### config.mk
export PLATFORM = sky130hd
export DESIGN_NAME = bisect_arbiter
export DESIGN_NICKNAME = d
export VERILOG_FILES = /design/src/rtl/bisect_arbiter.sv
export SDC_FILE = /design/constraint.sdc
export NUM_CORES = 1
export LEC_CHECK = 0
export ABC_AREA = 1
export BUFFER_PORTS_ARGS = -buffer_cell sky130_fd_sc_hd__buf_2
export CORE_MARGIN = 4
export CORE_UTILIZATION = 47
export CTS_CLUSTER_DIAMETER = 30
export DETAILED_ROUTE_END_ITERATION = 10
export PLACE_DENSITY = 0.8
export SETUP_SLACK_MARGIN = 0.15
export SLEW_MARGIN = 40
export SYNTH_ARGS = -nofsm -noshare
export SYNTH_HDL_FRONTEND = slang
export SYNTH_SLANG_ARGS = --single-unit
### constraint.sdc
create_clock -name clock -period 1.6 [get_ports clock]
set_clock_uncertainty 0.15 [all_clocks]
set_input_delay 0.32 -clock clock [delete_from_list [all_inputs] [get_ports clock]]
set_output_delay 0.32 -clock clock [all_outputs]
set_load 0.01 [all_outputs]
### src/rtl/bisect_arbiter.sv
// Purpose: round-robin share of one bisection root-finder between two soc/eoc clients, with a hang watchdog.
// Latency: grant 1 cycle after soc sampled in IDLE; eoc back 1 cycle after soc seen low; round trip >= unit latency + 3.
// Backpressure: a pending client keeps soc high with eoc=1 until granted; a finished job waits in WAITC until its soc drops.
module bisect_arbiter #(
    parameter int MAX_CYCLES = 64,
    parameter int CW         = 8
) (
    input  logic        clock,
    input  logic        reset,
    input  logic        soc0,
    input  logic        soc1,
    output logic        eoc0,
    output logic        eoc1,
    input  logic [9:0]  b0,
    input  logic [9:0]  b1,
    input  logic [9:0]  c0,
    input  logic [9:0]  c1,
    input  logic [7:0]  l0_0,
    input  logic [7:0]  l0_1,
    input  logic [7:0]  r0_0,
    input  logic [7:0]  r0_1,
    output logic [7:0]  x0_0,
    output logic [7:0]  x0_1,
    output logic        err0,
    output logic        err1,
    output logic [9:0]  u_b,
    output logic [9:0]  u_c,
    output logic [7:0]  u_l0,
    output logic [7:0]  u_r0,
    output logic        u_soc,
    input  logic        u_eoc,
    input  logic [7:0]  u_x0,
    output logic        u_rst_
);

    typedef enum logic [2:0] {
        IDLE   = 3'd0,
        LAUNCH = 3'd1,
        RUN    = 3'd2,
        ABORT  = 3'd3,
        WAITC  = 3'd4
    } state_t;

    localparam logic [CW-1:0] CNT_LAST  = CW'(MAX_CYCLES - 1);
    localparam logic [CW-1:0] CNT_ONE   = CW'(1);

    state_t        state;
    state_t        state_nxt;
    logic          g;          // client owning the current job
    logic          last;       // client served most recently
    logic [CW-1:0] cnt;        // watchdog count in LAUNCH/RUN, hold count in ABORT

    logic          req0;
    logic          req1;
    logic          grant_sel;
    logic          soc_g;
    logic          cnt_last;

    logic          do_grant;
    logic          do_done;
    logic          do_abort;
    logic          abort_end;
    logic          do_release;

    // A request counts only while the client still sees eoc high; tie goes to the client not served last.
    always_comb begin
        req0      = soc0 & eoc0;
        req1      = soc1 & eoc1;
        grant_sel = (req0 & req1) ? ~last : req1;
        soc_g     = g ? soc1 : soc0;
        cnt_last  = (cnt == CNT_LAST);
    end

    // State register.
    always_ff @(posedge clock) begin
        if (reset) begin
            state <= IDLE;
        end else begin
            state <= state_nxt;
        end
    end

    // Next-state logic; a normal exit in the same cycle as the watchdog limit wins.
    always_comb begin
        state_nxt = state;
        case (state)
            IDLE:    if (req0 | req1) state_nxt = LAUNCH;
            LAUNCH:  if (!u_eoc) state_nxt = RUN;
                     else if (cnt_last) state_nxt = ABORT;
            RUN:     if (u_eoc) state_nxt = WAITC;
                     else if (cnt_last) state_nxt = ABORT;
            ABORT:   if (cnt == CNT_ONE) state_nxt = WAITC;
            WAITC:   if (!soc_g) state_nxt = IDLE;
            default: state_nxt = IDLE;
        endcase
    end

    // Output strobes decoded from state and handshake inputs.
    always_comb begin
        do_grant   = (state == IDLE) & (req0 | req1);
        do_done    = (state == RUN) & u_eoc;
        do_abort   = cnt_last & (((state == LAUNCH) & u_eoc) | ((state == RUN) & ~u_eoc));
        abort_end  = (state == ABORT) & (cnt == CNT_ONE);
        do_release = (state == WAITC) & ~soc_g;
    end

    // Registered datapath: operand latch, unit handshake, watchdog and per-client results.
    always_ff @(posedge clock) begin
        if (reset) begin
            g      <= 1'b0;
            last   <= 1'b1;
            cnt    <= '0;
            eoc0   <= 1'b1;
            eoc1   <= 1'b1;
            x0_0   <= '0;
            x0_1   <= '0;
            err0   <= 1'b0;
            err1   <= 1'b0;
            u_b    <= '0;
            u_c    <= '0;
            u_l0   <= '0;
            u_r0   <= '0;
            u_soc  <= 1'b0;
            u_rst_ <= 1'b0;
        end else begin
            // soc stays high through LAUNCH until the unit acknowledges by dropping eoc.
            u_soc  <= (state == LAUNCH) & u_eoc & ~do_abort;
            // Unit reset is held low for the abort cycle plus one more ABORT cycle.
            u_rst_ <= ~(do_abort | ((state == ABORT) & ~abort_end));

            if ((state == LAUNCH) || (state == RUN) || (state == ABORT)) begin
                cnt <= cnt + CNT_ONE;
            end
            if (do_abort) begin
                cnt <= '0;
            end

            if (do_grant) begin
                g    <= grant_sel;
                cnt  <= '0;
                u_b  <= grant_sel ? b1   : b0;
                u_c  <= grant_sel ? c1   : c0;
                u_l0 <= grant_sel ? l0_1 : l0_0;
                u_r0 <= grant_sel ? r0_1 : r0_0;
                if (grant_sel) eoc1 <= 1'b0;
                else           eoc0 <= 1'b0;
            end

            if (do_done) begin
                if (g) begin
                    x0_1 <= u_x0;
                    err1 <= 1'b0;
                end else begin
                    x0_0 <= u_x0;
                    err0 <= 1'b0;
                end
            end

            if (abort_end) begin
                if (g) begin
                    x0_1 <= '0;
                    err1 <= 1'b1;
                end else begin
                    x0_0 <= '0;
                    err0 <= 1'b1;
                end
            end

            if (do_release) begin
                last <= g;
                if (g) eoc1 <= 1'b1;
                else   eoc0 <= 1'b1;
            end
        end
    end

endmodule
After elaboration in Yosys (flattened, before gate mapping):

Index checks and enable logic that the tools add are counted.
Widths: inputs -> output; s select.

* reduce and logical (&&, ||, !) cells: 5
* bitwise operators: 21
* mux-type cells: 37
* $add $sub $neg: 1
* equal/unequal tests: 9

Operators with widths (number)
* $mux 8: 10
* $mux 10: 2
* $mux 1: 18
* $mux 3: 6
* $pmux 3 s5: 1
* $and 1x1->1: 12
* $add 8x1->8 const B: 1
* $eq 8x1->1 const B: 1
* $eq 8x6->1 const B: 1
* $eq 3x2->1 const B: 2
* $ne 2x2->1 const B: 3
* $not 1->1: 6
* $eq 3x1->1 const B: 1
* $eq 3x3->1 const B: 1
* $logic_not 3->1: 1
* $or 1x1->1: 3
* $reduce_and 3->1: 1
* $reduce_or 3->1: 1
* $logic_or 1x1->1: 2

* bits in registers: 71
* logic and storage cells: 89
* input bits: 85
* output and inout port bits: 58

Longest topological paths before layout:

* depth after elaboration: 7
* depth in mapped cells: 10
* gate-level depth less buffers: 10

Worst setup path after synthesis:

No wires, ideal clock.

* path kind: flip-flop to flip-flop
* from: reg cnt[0]
* to: reg with a tool-made name
* required time: 1.318 ns
* slack: 0.159 ns
* arrival time: 1.159 ns
* buffers on the path: 0
* stages on the path, launching flop included: 7
* period minus slack after synthesis: 1.441 ns
* setup time: 0.132 ns
* path through: dfxtp_1 > ha_1 > nand2_1 > nor2_1 > nand3_1 > nand3_1 > a21oi_1

RTL lines
* start, declared: line 51 `logic [CW-1:0] cnt;`
* start signal, assigned: line 132 `cnt <= cnt + CNT_ONE;`

Worst setup path after layout:

* from: reg state[0]
* to: reg u_b[4]

* word-level cells in the longest chain between the ends: 2

Ends and longest elaborated chain
* start, declared: line 47 `state_t state;`
* start signal, assigned: line 79 `state <= state_nxt;`
* $logic_not 3->1: line 100 `do_grant = (state == IDLE) & (req0 | req1);`
* $and 1x1->1: line 100
* end signal, assigned: line 141 `u_b <= grant_sel ? b1 : b0;`
* end, declared: line 26 `output logic [9:0] u_b,`

No other way between the ends.
A chain may end at the register's enable or synchronous reset.

==> results summary <==
The run finished with clean final reports. The die outline height is 91.5 µm. The largest net degree at the start of global routing came out at 33. Counting I/O delays and the setup requirement, the final critical path takes 1.54 ns. The growth of design area from synthesis to finish is 54.1%. At the worst endpoint, the required time is 1.73 ns.

For this run, the slowest stage of the critical path takes 0.37 ns. The global-route wire length before repair is 16.6 mm. The number of buffers and inverters on the critical path is 1. The maximum operating frequency is 0.647 GHz. The die outline area is 8370 µm².

The cell area after technology mapping came out at 3280 µm². The post-synthesis area per instance is 6.96 µm². Leaving out fill and tap cells, the most frequent cells in the layout are sky130_fd_sc_hd__buf_2 (142), sky130_fd_sc_hd__nand2_1 (120), sky130_fd_sc_hd__dfxtp_1 (63). The detailed placement HPWL came out at 6.91 mm.

When the netlist entered floorplanning its net count stood at 558. The via count came out at 3950. The floorplan has 30 rows.

The initial antenna violation count is 0. The total instance count after detailed placement came out at 704. The clock transition time at the flip-flop clock pins of the worst setup and hold paths came out at 0.08 ns.

The number of sinks handled by clock tree synthesis came out at 71. The actual transition at the worst max-transition pin is 0.380 ns. The core footprint came out at 6790 µm². In this run the critical register-to-register path is captured at u_b[4]$_SDFFE_PP0P_. The post-placement setup slack came out at -0.0165 ns. The signal arrival time at the worst endpoint is 1.67 ns. The wire length after detailed routing came out at 11.3 mm. The final max-slew violation count is 0.

The non-filler instance count after layout is 736. Sequential elements use 43.4% of the synthesized area. The mean number of vias per cell is 5.37. The maximum count of clock buffers along a single path is 2. Along the worst path, the maximum fanout reaches 18. The most common cell after layout, fill and taps aside is sky130_fd_sc_hd__buf_2.

The via count of the first global-routing pass came out at 3687. The fraction of the cycle the final worst path needs is 96.5%. The library cell appearing most often on the critical path is sky130_fd_sc_hd__nor2_4. For this design, the slowest cell found on the critical path is sky130_fd_sc_hd__dfxtp_4. For this run, the share of the core covered by cells in the final layout is 74.3%. The cell family contributing the most delay on the critical path is simple AND/OR/NAND/NOR gates. The total leakage power is 2.32 nW. The worst hold path belongs to the class in2reg. The clock latency reported for the late side of the worst-skew pair is 0.35 ns. The count of synthesis-stage warnings from yosys is 0.

The overall fraction of global-route tracks in use is 23.9%. The detailed router's first-iteration violation count is 228. Across all register-to-register paths, the minimum setup slack is 0.06 ns.

The overflow left after global routing is 0. CTS built an H-tree with a depth of 3. TritonCTS built the clock tree. For this run, the post-layout net count is 722. The headroom to the max-slew limit is 74.5%.

After detailed placement, the total cell area comes to 4180 µm². Across the run, the number of max-cap violations was 0. Counting flops and latches in the post-synthesis netlist gives 71. The critical path start-end classification is reg2reg. STA classifies the critical path endpoint as a flop. Following the worst setup path forward leads to its endpoint at u_b[4]$_SDFFE_PP0P_.

The sequential cell area came out at 1440 µm². The area of combinational cells with multiple inputs is 1850 µm². The fraction of registers with async set or reset after synthesis is 0%. Traced cell by cell, the critical path runs through nor2_4 > nand2_4 > nor2_4 > bufbuf_16 > nand2_1 > a31oi_1.

The remaining antenna violation count after routing came out at 0. The depth of the most critical reg-to-reg path came out at 6. The worst setup margin came out at 0.0555 ns. The most instantiated flip-flop cell in the synthesis netlist is sky130_fd_sc_hd__dfxtp_1. The effective utilization at floorplan came out at 48.2%. The fraction of layout cells with a size suffix above 1 is 42.8%.

The first detailed-routing pass ran for 5 iterations. The most critical setup path has its startpoint at state[0]$_SDFFE_PP0P_. For this design the ratio of total power to cell area is 1110 nW/µm². For this design the top-level I/O count stands at 143.

The final hold violation count was 0. The count of flip-flops with a built-in enable after synthesis came out at 0. The number of port buffers came out at 142. The number of setup violations in the final report is 0.

The clock buffer count from CTS came out at 9. The logic depth of the worst path, buffers included is 6. The count of unresolved DRC violations after routing is 0.

Synthesis produced a netlist whose cell count is 471. The layout has 471 filler cells. The final standard cell area without fillers came out at 5050 µm². The total inserted antenna cells is 0. After synthesis, the netlist uses 26 different library cells. The tree is rooted in a sky130_fd_sc_hd__clkbuf_8. The startpoint of the worst hold path is l0_1[0].

Setup repair after global routing could not meet its margin everywhere. The worst vdd rail ir drop is 662 µV. The wire length per cell after detailed routing is 15.4 µm. The congestion estimate from routability-driven global placement came to 0.840. The die boundary width is 91.5 µm.

The startpoint identified for the worst register-to-register timing path is state[0]$_SDFFE_PP0P_. The final-layout setup total negative slack came out at 0 ns. The worst setup path is launched from a flop.
where the power goes:
part	total (mW)	internal, mW	leakage [nW]	switching, mW
Clock	1.83	1.09	0.124	0.741
Combinational	1.70	0.794	1.62	0.909
Sequential	2.06	1.94	0.585	0.117
worst reg2reg max path: stages, from the launching register on:
cell and delay [ns]:
sky130_fd_sc_hd__dfxtp_4 0.37, sky130_fd_sc_hd__nor2_4 0.14, sky130_fd_sc_hd__nand2_4 0.10, sky130_fd_sc_hd__nor2_4 0.13
sky130_fd_sc_hd__bufbuf_16 0.30, sky130_fd_sc_hd__nand2_1 0.08, sky130_fd_sc_hd__a31oi_1 0.19
Yosys cell counts (all sizes together), types with 4 or more instances:
cell type  count  share of area, %
o21ai          7               1.1
nand3         68                11
dfxtp         71                43
inv           43               4.9
nand4          4              0.76
a21oi         22               3.7
buf           18               3.1
xor2           5               1.3
nor2          39               4.8
nor3           6               1.3
a31oi         37               7.1
nand2        140                16
clkbuf         7              0.80
timing repair:
item / CTS / global route
cloned: 1 / 8
setup endpoints to repair: 68 / 69
hold buffers: 0 / 0
pin swaps: 3 / 27
resized for setup: 26 / 83
buffers inserted: 3 / 4
through the flow:
stage / total power [mW] / hold slack [ns]
floorplan: 2.80 / 0.276
global placement: 3.30 / 0.301
detailed placement: 3.33 / 0.309
CTS: 5.23 / 0.0666
global route: 5.82 / 0.0760
finish: 5.59 / 0.0719
worst min-delay path by stage:
stage	endpoint	cells after the start	slack, ns
2_1_floorplan	last$_SDFFE_PP1P_	2	0.28
3_3_place_gp	x0_0[2]$_SDFF_PP0_	2	0.30
3_5_place_dp	x0_0[3]$_SDFF_PP0_	2	0.31
4_1_cts	u_c[8]$_SDFFE_PP0P_	3	0.07
5_1_grt	u_c[8]$_SDFFE_PP0P_	3	0.08
6_report	u_l0[0]$_SDFFE_PP0P_	3	0.07
routing by layer:
| metal | vias up | GRT usage (%) | part of all wire [%] |
|---|---|---|---|
| met5 | - | 0 | 0 |
| met4 | 0 | 12.2 | 3.8 |
| met3 | 40 | 6.96 | 8.3 |
| met2 | 214 | 38.8 | 49 |
| met1 | 1821 | 28.7 | 39 |
| li1 | 1875 | - | - |
kinds of logic (layout without fill, tap and decap cells):
| group | after synthesis | in the layout | synth area share (%) |
|---|---|---|---|
| AOI/OAI and AO/OA | 66 | 66 | 11.8 |
| xor gates and xnor gates | 5 | 5 | 1.34 |
| adders and majority gates | 2 | 2 | 0.764 |
| buffers and inverters | 68 | 237 | 8.86 |
| DFF | 71 | 71 | 43.4 |
| and+or+nand+nor | 259 | 259 | 33.8 |
area by class of cell:
| type | count | area share (%) |
|---|---|---|
| Multi-Input combinational cell | 332 | 36.5 |
| Sequential cell | 71 | 28.6 |
| Timing Repair Buffer | 178 | 24.2 |
| Inverter | 43 | 3.29 |
| Clock buffer | 10 | 2.72 |
| Tap cell | 96 | 2.38 |
| Clock inverter | 6 | 2.28 |
No activity file was read; power rests on OpenSTA's default activity.
